<file path="config.mk">
export PLATFORM = sky130hd
export DESIGN_NAME = float_minmax_reduce
export DESIGN_NICKNAME = d
export VERILOG_FILES = /design/src/rtl/float_pkg.sv /design/src/rtl/float_lt_core.sv /design/src/rtl/float_minmax_reduce.sv
export SDC_FILE = /design/constraint.sdc
export NUM_CORES = 1
export LEC_CHECK = 0
export BUFFER_PORTS_ARGS = -buffer_cell sky130_fd_sc_hd__buf_2
export CAP_MARGIN = 0
export CORE_ASPECT_RATIO = 1.25
export CORE_MARGIN = 3
export CORE_UTILIZATION = 40
export CTS_CLUSTER_SIZE = 40
export DETAILED_ROUTE_END_ITERATION = 12
export GPL_TIMING_DRIVEN = 0
export PLACE_DENSITY = 0.69
export SYNTH_ARGS = -nofsm -noshare
export SYNTH_HDL_FRONTEND = slang
export SYNTH_SLANG_ARGS = --single-unit
</file>
<file path="constraint.sdc">
create_clock -name clk -period 10.2 [get_ports clk]
set_input_delay 2.55 -clock clk [delete_from_list [all_inputs] [get_ports clk]]
set_output_delay 2.55 -clock clk [all_outputs]
set_load 0.02 [all_outputs]
</file>
<file path="src/rtl/float_pkg.sv">
// float_pkg: shared float helpers and reduction FSM state encoding
package float_pkg;
  localparam int FP_W = 32;
  localparam int FP_EXP_W = 8;
  typedef enum logic [1:0] {ST_IDLE = 2'd0, ST_ACC = 2'd1, ST_DONE = 2'd2} state_t;
  function automatic logic is_nan(input logic [FP_W-1:0] x);
    return &x[FP_W-2 -: FP_EXP_W] && |x[FP_W-FP_EXP_W-2:0];
  endfunction
  function automatic logic sign(input logic [FP_W-1:0] x);
    return x[FP_W-1];
  endfunction
  function automatic logic [FP_W-2:0] magnitude(input logic [FP_W-1:0] x);
    return x[FP_W-2:0];
  endfunction
endpackage

</file>
<file path="src/rtl/float_lt_core.sv">
// float_lt_core: combinational a < b float ordering (-0 < +0, NaN-agnostic); ports a, b in, lt out
module float_lt_core import float_pkg::*; #(
  parameter int DATA_W = FP_W
) (
  input  logic [DATA_W-1:0] a,
  input  logic [DATA_W-1:0] b,
  output logic              lt
);
  assign lt = (sign(a) != sign(b)) ? sign(a) :
              sign(a) ? (magnitude(a) > magnitude(b)) : (magnitude(a) < magnitude(b));
endmodule

</file>
<file path="src/rtl/float_minmax_reduce.sv">
// float_minmax_reduce: streaming float min/max reduction (clk, rst, running, run, length, mode, in0 -> out0 value, out1 index, done, nan_seen); FLOAT_MINMAX_INDEX_EN enables the index register
module float_minmax_reduce import float_pkg::*; #(
  parameter int DATA_W = 32,
  parameter int EXP_W  = 8,
  parameter int CNT_W  = 16
) (
  input  logic              clk,
  input  logic              rst,
  input  logic              running,
  input  logic              run,
  input  logic [CNT_W-1:0]  length,
  input  logic              mode,
  input  logic [DATA_W-1:0] in0,
  output logic [DATA_W-1:0] out0,
  output logic [DATA_W-1:0] out1,
  output logic              done,
  output logic              nan_seen
);
  state_t state;
  logic [CNT_W-1:0] cnt;
  logic have, nan, better;
  logic [DATA_W-1:0] a, b;
  assign nan = &in0[DATA_W-2 -: EXP_W] && |in0[DATA_W-EXP_W-2:0];
  assign a = mode ? out0 : in0;
  assign b = mode ? in0 : out0;
  float_lt_core #(.DATA_W(DATA_W)) u_lt (.a(a), .b(b), .lt(better));
`ifdef FLOAT_MINMAX_INDEX_EN
  logic [CNT_W-1:0] idx;
  assign out1 = DATA_W'(idx);
`else
  assign out1 = '0;
`endif
  always_ff @(posedge clk) begin
    if (rst || run) begin
      state    <= rst ? ST_IDLE : ST_ACC;
      cnt      <= '0;
      have     <= 1'b0;
      done     <= 1'b0;
      nan_seen <= 1'b0;
      out0     <= '0;
`ifdef FLOAT_MINMAX_INDEX_EN
      idx      <= '0;
`endif
    end else if (state == ST_ACC) begin
      if (cnt == length) begin
        state <= ST_DONE;
        done  <= 1'b1;
      end else if (running) begin
        cnt <= cnt + 1'b1;
        if (nan) nan_seen <= 1'b1;
        else if (!have || better) begin
          out0 <= in0;
          have <= 1'b1;
`ifdef FLOAT_MINMAX_INDEX_EN
          idx  <= cnt;
`endif
        end
      end
    end
  end
endmodule

</file>
==> results of run 1 <==
-- per-stage QoR --
step / total power [uW] / instances / utilization (%) / hold WS (ns) / setup WS (ns)
floorplan: 319.1 / 497 / - / 0.4337 / 4.672
CTS: 529.4 / 716 / 50.18 / 0.4867 / 4.499
global route: 551.1 / 716 / 50.18 / 0.5065 / 4.287
finish: 523.3 / 716 / 50.18 / 0.4804 / 4.516
global placement: 352.8 / 708 / 48.67 / 0.4599 / 4.247
detailed placement: 356.0 / 708 / 48.67 / 0.4638 / 4.168
-- worst register-to-register path, delay by kind of cell, from the launching register on --
family | cells | cell delay [ns]
muxes | 2 | 0.46
adders and majority gates | 1 | 0.32
DFF | 1 | 0.34
AOI/OAI and AO/OA | 3 | 0.60
and+or+nand+nor | 3 | 0.93
buffers and inverters | 1 | 0.21
-- registers in the layout, summed over array words and instances, names as in the netlist --
signal	flops
cnt	16
done	1
have	1
nan_seen	1
out0	32
state	2
-- per-layer routing --
metal	track usage (%)	vias to the layer above	routed length [um]
met5	0	-	0
li1	-	1824	-
met2	30.54	88	4897
met1	18.91	1649	3826
met3	3.437	11	555
met4	5.516	0	190
-- final timing paths --
check	to	slack (ns)	depth (start not counted)
worst min register to register	have	0.48	2
worst max register to register	out0[21]	7.27	10
worst min-delay path	have	0.48	2
worst max-delay path	out0[21]	4.52	12
-- cells in the mapped netlist, drive strengths merged, types with 2 or more instances --
cell    instances  area (um^2)
nand2          84        315.3
mux2i          63        630.6
dfxtp          51         1021
buf            42        312.8
ha             31        387.9
mux2           31        349.1
a21oi          21        105.1
nor2           21        78.83
xor2           21        183.9
o21ai          14        70.07
clkbuf         10        37.54
nand4          10        62.56
nor4            9        56.30
nand3           7        35.03
nor3            6        30.03
or3             6        37.54
inv             5        18.77
xnor2           5        43.79
nand2b          4        25.02
and2            3        18.77
a21o            2        15.01
and4            2        17.52
edfxtp          2        60.06
nor2b           2        12.51
-- cell families (layout without fill, tap and decap cells) --
family,Yosys count,after routing,synth area share (%)
compound gates,45,45,6.766
xor+xnor,26,26,5.623
fa+ha+maj,31,31,9.577
buf+inv,57,150,9.113
flops,53,53,26.69
mux,94,94,24.19
other cells,1,32,0.09259
simple gates,159,159,17.95
-- cells in the final DEF, fill, tap and decap left out, types with 2 or more instances in the layout --
cell type and n:
clkbuf_16 5, nand4_1 10, clkbuf_1 10, a21oi_1 21, buf_8 3, dfxtp_1 51, nor4_1 9, edfxtp_1 2
nand3_1 7, xor2_1 21, and4_1 2, nand2b_1 4, mux2_2 31, clkinvlp_4 3, o21ai_0 14, or3_1 6
nor3_1 6, and2_1 3, buf_2 86, buf_4 32, a21o_1 2, ha_1 31, inv_1 5, nand2_1 84
xnor2_1 5, conb_1 32, mux2i_1 63, nor2_1 21, nor2b_1 2, buf_1 6
-- report_power, final --
| group | leakage (uW) | internal (uW) | switching [uW] | total (uW) |
|---|---|---|---|---|
| clock | 0.0000621 | 91.1 | 81.1 | 172 |
| sequential | 0.000433 | 212 | 3.73 | 216 |
| combinational | 0.00175 | 60.9 | 74.0 | 135 |
| total | 0.00225 | 364 | 159 | 523 |
-- final cells by class --
| type | count | area, um^2 |
|---|---|---|
| fillers | 961 | 4862 |
| clock buffers | 5 | 125.1 |
| multi-input cells | 387 | 2716 |
| clock inverters | 3 | 22.52 |
| repair buffers | 85 | 425.4 |
| inverters | 5 | 18.77 |
| flip-flops and latches | 53 | 1081 |
| well taps | 126 | 157.7 |
| plain buffers | 52 | 350.3 |
==> flow_metrics.tcl, run 1 <==
set metrics [dict create \
    dominantRegCellSynth "dfxtp_1" \
    skew_ns 0.005963 \
    antenna_cells 0 \
    num_rows 40 \
    max-cap-violations 0 \
    die_w_um 96 \
    io-pin-count 119 \
    startpoint_type "input port" \
    cp_max_fo 10 \
    port_buffers 85 \
    postRouteAntennaNets 0 \
    slew_headroom_pct 49.72 \
    period_needed_ns 5.684 \
    fmax_mhz 175.9 \
    finalMaxSlewViolations 0 \
    min_from "have" \
    placed_area_mm2 0.004750 \
    reg2reg_from "out0[28]" \
    avgRoutedWirePerCell_um 13.22 \
    grt_max_degree 18 \
    tritoncts "yes" \
    drt_wl_total_mm 9.469 \
    cp.required_ns 10.42 \
    min_period_over_period_pct 55.73 \
    htreeDepth 2 \
    numCtsBuffers 5 \
    antenna_found_initial 0 \
    tns_ns 0 \
    synth_cells 466 \
    tightest_slew_ns 0.7543 \
    grt_pass1_vias 3448 \
    crit_path_end_kind "flip-flop" \
    cellPowerDensity_mw_per_mm2 106.8 \
    avgSynthCellArea_um2 8.691 \
    clk_latency_ns 0.29 \
    ys_warn_count 0 \
    cts_buffer_depth 2 \
    die_area_mm2 0.01138 \
    cts_hold_buf 0 \
    p_leak_uw 0.002245 \
    setup_viol_count_final 0 \
    clock-sinks 53 \
    post_cts_buffers 0 \
    layout-drive-gt1-share_pct 27.63 \
    firstDrtPassIters 5 \
    critical-path-top-delay-family "simple AND/OR/NAND/NOR gates" \
    avgViaCountPerCell 4.989 \
    path_class "input port to flip-flop" \
    drt_iter0_drc 117 \
    syn2layout_area_growth_pct 20.91 \
    hp-class "flip-flop to flip-flop" \
    cpPeakStageDelay_ns 0.58 \
    coreArea_mm2 0.009759 \
    ys_seq_area_share_pct 26.69 \
    grt.overflow.total 0 \
    crit_chain "buf_2 -> buf_1 -> mux2_2 -> ha_1 -> and4_1 -> nand4_1 -> or4_1 -> a31oi_1 -> o311ai_1 -> o211ai_4 -> buf_8 -> mux2i_1" \
    final_nets 673 \
    vias 3572 \
    root_buffer "clkbuf_16" \
    synthArstFlopShare_pct 0 \
    grt_pass1_wl_mm 15.53 \
    cp_data_arrival_time_ns 5.90 \
    cp_slowest_cell "or4_1" \
    synth_edf_count 2 \
    hpwlAfterDp_mm 7.705 \
    finalHoldViolCount 0 \
    postLayoutCellArea_mm2 0.004897 \
    critical_path_buf_inv_count 3 \
    peakVddDrop_uv 64.60 \
    crit_start "mode" \
    netlist_area_mm2 0.004050 \
    ys_ff_latch 53 \
    gp_congestion 0.8486 \
    outcome "completed" \
    start_util_pct 41.50 \
    die_height_um 118.5 \
    cts-resized-gates 0 \
    grtUsageTotal_pct 16.81 \
    synth_cell_types 41 \
    rsz0062_at_grt "false" \
    path_clk_slew_ns 0.07 \
    drc 0 \
]
No activity file was read; power rests on OpenSTA's default activity.
==> run 2: changes to the inputs <==
--- a/config.mk
+++ b/config.mk
@@ -5,6 +5,7 @@
 export SDC_FILE = /design/constraint.sdc
 export NUM_CORES = 1
 export LEC_CHECK = 0
+export ABC_AREA = 1
 export BUFFER_PORTS_ARGS = -buffer_cell sky130_fd_sc_hd__buf_2
 export CAP_MARGIN = 0
 export CORE_ASPECT_RATIO = 1.25
@@ -13,7 +14,7 @@
 export CTS_CLUSTER_SIZE = 40
 export DETAILED_ROUTE_END_ITERATION = 12
 export GPL_TIMING_DRIVEN = 0
-export PLACE_DENSITY = 0.69
+export PLACE_DENSITY = 0.71
 export SYNTH_ARGS = -nofsm -noshare
 export SYNTH_HDL_FRONTEND = slang
 export SYNTH_SLANG_ARGS = --single-unit
==> constraint.sdc (replaced) <==
create_clock -name clk -period 4.68 [get_ports clk]
set_input_delay 1.17 -clock clk [delete_from_list [all_inputs] [get_ports clk]]
set_output_delay 1.17 -clock clk [all_outputs]
set_load 0.02 [all_outputs]
==> run 2 against run 1 <==
Effect of this change: sequential power rose by 120%; area after synthesis rose by 7.6%; hold slack got worse by 0.033 ns; global-route usage rose by 2.2 points; count of clock-buffer cells in the layout rose by 3; routed wire length rose by 20%; cell count rose by 32%; non-clock buffer count rose by 13; die area rose by 7.2%; clock skew rose by 0.0062 ns; critical path type unchanged; largest cell class unchanged; largest power group unchanged.
==> flow_metrics.tcl, run 2 <==
set metrics [dict create \
    outcome "completed" \
    synthTopCellsByCount "nand2_1 (181), nor2_1 (75), o21ai_0 (68)" \
    final_nets 898 \
    synth.most_common_cell "nand2_1" \
    internal_power_uw 836.3 \
    switchingPower_uw 379.1 \
    skew_ns 0.01218 \
    min_period_over_period_pct 79.89 \
    crit_end "out0[26]" \
    grt.overflow.total 0 \
    setup_viol_count_final 0 \
    clockPowerShare_pct 34.8 \
    coreArea_mm2 0.01062 \
    cpPeakStageDelay_ns 0.39 \
    top_regs "out0 (32), cnt (16), state (2)" \
    final_cells 947 \
    reg2reg_from "out0[26]" \
    cp_max_fo 10 \
    die_height_um 122.7 \
    start_util_pct 41.07 \
    hpwlAfterDp_mm 9.022 \
    post_cts_buffers 0 \
    largest_reg_flops 32 \
    path_clk_slew_ns 0.06 \
    r2r_end "out0[26]" \
    period_needed_ns 3.739 \
    synthDominantCellAreaShare_pct 23.42 \
    netlist_area_mm2 0.004359 \
    grt_max_degree 16 \
    clk_latency_ns 0.30 \
    path_class "input port to flip-flop" \
    tritoncts "yes" \
    tightest_slew_ns 0.5566 \
    htreeDepth 2 \
    fin_util_pct 49.35 \
    layout-drive-gt1-share_pct 19.02 \
    hp-class "flip-flop to flip-flop" \
    cts_buffer_depth 2 \
    io-pin-count 119 \
    num_rows 42 \
    dominantRegCellSynth "dfxtp_1" \
    ys_warn_count 0 \
    power_frac_comb_pct 26.1 \
    avgSynthCellArea_um2 6.318 \
    crit_chain "buf_2 -> clkbuf_1 -> clkbuf_1 -> o21ai_0 -> ha_1 -> nand2_1 -> nor2_1 -> nand4_1 -> a21oi_1 -> nor2_1 -> nand2_1 -> nand2_1 -> nand2_1 -> nand2_2 -> nand2_4 -> buf_6 -> nand3_1 -> nand2_1 -> nor2_1" \
    netSwitchingFraction_pct 31.19 \
    cts_hold_buf 0 \
    cp_common_cell "nand2_1" \
    path_depth 19 \
    critical-path-top-delay-family "simple AND/OR/NAND/NOR gates" \
    synth_cell_types 31 \
    cts-resized-gates 0 \
    final_cell_mix "nand2_1 (181), buf_2 (92), nor2_1 (75), o21ai_0 (68), inv_1 (66)" \
    avgViaCountPerCell 4.779 \
    cp_slowest_cell "clkbuf_1" \
    grtUsageTotal_pct 19.03 \
    finalMaxSlewViolations 0 \
    r2r_cells 16 \
    cp_data_arrival_time_ns 3.93 \
    fmax_mhz 267.5 \
    peakVddDrop_uv 134.3 \
    cp.required_ns 4.87 \
    synth_largest_area_cell "dfxtp_1" \
    vias 4526 \
    postRouteAntennaNets 0 \
    p_leak_uw 0.002549 \
    rsz0062_at_grt "false" \
    crit_path_end_kind "flip-flop" \
    ys_seq_area_share_pct 24.80 \
    area.sequential_mm2 0.001081 \
    seqPwrFrac_pct 39.1 \
    gp_congestion 0.8381 \
    final_common_cell "nand2_1" \
    grt_pass1_wl_mm 18.89 \
    critical_path_buf_inv_count 4 \
    synth_edf_count 2 \
    drt_iter0_drc 210 \
    synth_cells 690 \
    syn2layout_area_growth_pct 20.18 \
    die_area_mm2 0.01219 \
    grt_pass1_vias 4151 \
    tns_ns 0 \
    nFillCells 1126 \
    synthTopCellsByArea "dfxtp_1 (23%), nand2_1 (16%), ha_1 (8.9%)" \
    max-cap-violations 0 \
    antenna_found_initial 0 \
    place_inst 939 \
    clock-sinks 53 \
    regMostFlops "out0" \
    startpoint_type "input port" \
    r2r_slack_ns 2.31 \
    crit_start "mode" \
    drc 0 \
    synthArstFlopShare_pct 0 \
    cellPowerDensity_mw_per_mm2 232.0 \
    numCtsBuffers 5 \
    root_buffer "clkbuf_16" \
    drt_wl_total_mm 11.36 \
    die_w_um 99.37 \
    port_buffers 86 \
    antenna_cells 0 \
    slew_headroom_pct 62.55 \
    finalHoldViolCount 0 \
    ys_ff_latch 53 \
    avgRoutedWirePerCell_um 12.00 \
    firstDrtPassIters 5 \
    multi_input_area_mm2 0.002695 \
]
-- run 2: changes by cell type in the layout (fill, tap and decap cells not counted), sizes merged, moves of 10 or more --
cell	delta
a21oi	+34
mux2	-31
mux2i	-63
nand3	+30
nor2	+54
inv	+63
nand2	+101
o21ai	+57
buf	+10
-- run 2: cell type report --
type,instances,share of cell area (%)
inverters,68,4.872
plain buffers,64,8.479
repair buffers,86,8.216
clock buffers,8,3.200
flip-flops and latches,53,20.64
well taps,132,3.153
multi-input cells,536,51.44
-- run 2: worst min path at each step --
stage                     endpoint  depth (start not counted)   start
after floorplan             cnt[8]                          2  cnt[8]
after global placement        done                          2    done
after detailed placement      done                          2    done
after CTS                     done                          2    done
after global routing          done                          2    done
final                         done                          2    done
-- run 2: power by group through the flow --
stage | Combinational [uW] | Clock (uW) | Sequential [uW]
3_5_place_dp | 316 | 0 | 486
6_report | 317 | 423 | 476
2_1_floorplan | 224 | 0 | 495
4_1_cts | 318 | 430 | 476
5_1_grt | 365 | 446 | 478
3_3_place_gp | 314 | 0 | 486
-- run 2: cell families (layout without fill, tap and decap cells) --
group                      count (synthesis)  after routing  share of synthesized area, %
xor gates and xnor gates                  19             19                         3.817
and+or+nand+nor                          324            324                         30.77
AOI/OAI and AO/OA                        130            130                         15.59
adders and majority gates                 31             31                         8.898
buffers and inverters                    132            226                         16.04
DFF                                       53             53                         24.80
other                                      1             32                       0.08603
-- run 2: metrics by stage --
| step | hold WS (ns) | total power, uW | setup slack, ns | area [um^2] |
|---|---|---|---|---|
| 2_1_floorplan | 0.4616 | 719.0 | 1.379 | 4476 |
| 3_3_place_gp | 0.4409 | 799.5 | 0.6767 | 5071 |
| 3_5_place_dp | 0.4444 | 801.9 | 0.6461 | 5071 |
| 4_1_cts | 0.4546 | 1224 | 0.9629 | 5239 |
| 5_1_grt | 0.4807 | 1289 | 0.6177 | 5239 |
| 6_report | 0.4472 | 1215 | 0.9412 | 5239 |
-- run 2: layer usage --
layer  vias up  GRT usage, %  routed length [um]
met3        11         3.127                 663
li1       2415             -                   -
met4         0         5.978                 154
met1      1990         22.93                4922
met2       110         34.37                5620
met5         -             0                   0
-- run 2: worst min-delay path: stages, from the launching register on --
cell and delay [ns]:
dfxtp_1 0.31, inv_1 0.04, a21oi_1 0.05
==> run 3: changes to the inputs <==
==> constraint.sdc (replaced) <==
create_clock -name clk -period 3.27 [get_ports clk]
set_input_delay 0.8175 -clock clk [delete_from_list [all_inputs] [get_ports clk]]
set_output_delay 0.8175 -clock clk [all_outputs]
set_load 0.02 [all_outputs]
==> run 3 against run 2 <==
Effect of this change: via count shrank 0.60%; setup slack lost 0.69 ns; flip-flop and latch count is the same; combinational power grew 44%.
==> flow_metrics.tcl, run 3 (synthesized netlist as in run 2, its figures left out) <==
set metrics [dict create \
    cpPeakStageDelay_ns 0.30 \
    port_buffers 86 \
    avgRoutedWirePerCell_um 12.00 \
    finalMaxSlewViolations 0 \
    rsz0062_at_grt "false" \
    crit_chain "buf_2 -> buf_2 -> clkbuf_4 -> o21ai_0 -> ha_1 -> nand2_1 -> nor2_1 -> nand4_1 -> a21oi_2 -> nor2_1 -> nand2_1 -> nand2_1 -> nand2_1 -> nand2_2 -> nand2_4 -> buf_6 -> nand3_1 -> nand2_1 -> nor2_1" \
    die_area_mm2 0.01219 \
    grt.overflow.total 0 \
    die_w_um 99.37 \
    vias 4499 \
    io-pin-count 119 \
    outcome "completed" \
    syn2layout_area_growth_pct 20.92 \
    p_leak_uw 0.002584 \
    avgViaCountPerCell 4.751 \
    cellPowerDensity_mw_per_mm2 331.2 \
    r2r_end "out0[27]" \
    drc 0 \
    numCtsBuffers 5 \
    clock-sinks 53 \
    path_clk_slew_ns 0.06 \
    gp_congestion 0.8381 \
    regMostFlops "out0" \
    cp_slowest_cell "ha_1" \
    r2r_slack_ns 0.96 \
    tritoncts "yes" \
    layout-drive-gt1-share_pct 20.49 \
    coreArea_mm2 0.01062 \
    skew_ns 0.01106 \
    cp_max_fo 10 \
    tns_ns 0 \
    htreeDepth 2 \
    fmax_mhz 330.7 \
    critical-path-top-delay-family "simple AND/OR/NAND/NOR gates" \
    final_nets 898 \
    postRouteAntennaNets 0 \
    post_cts_buffers 0 \
    die_height_um 122.7 \
    setup_viol_count_final 0 \
    final_common_cell "nand2_1" \
    tightest_slew_ns 0.5726 \
    crit_path_end_kind "flip-flop" \
    whs_endpoint "done" \
    final_cell_mix "nand2_1 (181), buf_2 (95), nor2_1 (75), o21ai_0 (68), inv_1 (66)" \
    largest_reg_flops 32 \
    cts_buffer_depth 2 \
    path_class "input port to flip-flop" \
    drt_wl_total_mm 11.37 \
    start_util_pct 41.07 \
    grt_pass1_vias 4164 \
    antenna_found_initial 0 \
    nFillCells 1121 \
    hp-class "flip-flop to flip-flop" \
    min_from "done" \
    critical_path_buf_inv_count 4 \
    min_period_over_period_pct 92.47 \
    r2r_cells 16 \
    firstDrtPassIters 4 \
    power_uw 1746 \
    grt_max_degree 16 \
    cp.required_ns 3.46 \
    clk_latency_ns 0.30 \
    top_regs "out0 (32), cnt (16), state (2)" \
    grt_pass1_wl_mm 18.89 \
    startpoint_type "input port" \
    root_buffer "clkbuf_16" \
    finalHoldViolCount 0 \
    period_needed_ns 3.024 \
    slew_headroom_pct 61.47 \
    hold-path-cell-count 2 \
    peakVddDrop_uv 195.6 \
    reg2reg_from "out0[26]" \
    hpwlAfterDp_mm 9.022 \
    max-cap-violations 0 \
    drt_iter0_drc 187 \
    cp_common_cell "nand2_1" \
    grtUsageTotal_pct 19.03 \
    cp_data_arrival_time_ns 3.21 \
    num_rows 42 \
    antenna_cells 0 \
]
-- run 3: cell count changes in the layout (fill, tap and decap cells not counted), sizes merged --
cell / before / now
clkbuf: 21 / 19
buf: 137 / 139
-- run 3: worst max path at each step --
stage          startpoint       end  cells after the start
2_1_floorplan        mode  out0[13]                     20
3_3_place_gp         mode  out0[15]                     19
4_1_cts              mode  out0[20]                     20
3_5_place_dp         mode  out0[20]                     19
5_1_grt              mode  out0[24]                     19
6_report             mode  out0[27]                     19
-- run 3: timing repair --
item	in CTS	in global routing
setup endpoints to repair	32	32
resized for setup	6	25
hold buffers	0	0
-- run 3: worst register-to-register path, delay by kind of cell, from the launching register on --
family          cells  cell delay, ns
compound gates      2            0.30
fa+ha+maj           1            0.30
buf+inv             1            0.18
flops               1            0.38
simple gates       12            1.06
-- run 3: power by group --
part | leakage [uW] | switching [uW] | internal, uW | total (uW)
Clock | 0.0000823 | 255 | 353 | 608
Combinational | 0.00207 | 275 | 182 | 457
Sequential | 0.000434 | 14.9 | 666 | 681
Total | 0.00258 | 545 | 1200 | 1750
-- run 3: final cells by class --
cell class	count	area, um^2	area share (%)
well taps	132	165.2	3.133
flip-flops and latches	53	1081	20.51
repair buffers	86	430.4	8.165
inverters	68	255.2	4.842
clock buffers	8	167.7	3.181
plain buffers	64	473.0	8.972
multi-input cells	536	2699	51.20
-- run 3: routing by layer --
layer	global-route usage, %	part of all wire, %	vias up	routed length [um]
met5	0	0	-	0
met4	6.490	1.7	0	193
met3	3.297	6.7	14	767
met2	34.12	49	113	5584
met1	22.83	42	1960	4819
li1	-	-	2412	-
-- run 3: through the flow --
stage          hold WS, ns  setup WS [ns]  instance area (um^2)  util (%)  instances
6_report            0.4473         0.2462                  5271     49.66        947
4_1_cts             0.4546        0.01973                  5246     49.42        947
3_3_place_gp        0.4409        -0.3808                  5071     47.77        939
5_1_grt             0.4807        0.01329                  5271     49.66        947
2_1_floorplan       0.4616         0.3216                  4476         -        721
3_5_place_dp        0.4444        -0.4115                  5071     47.77        939
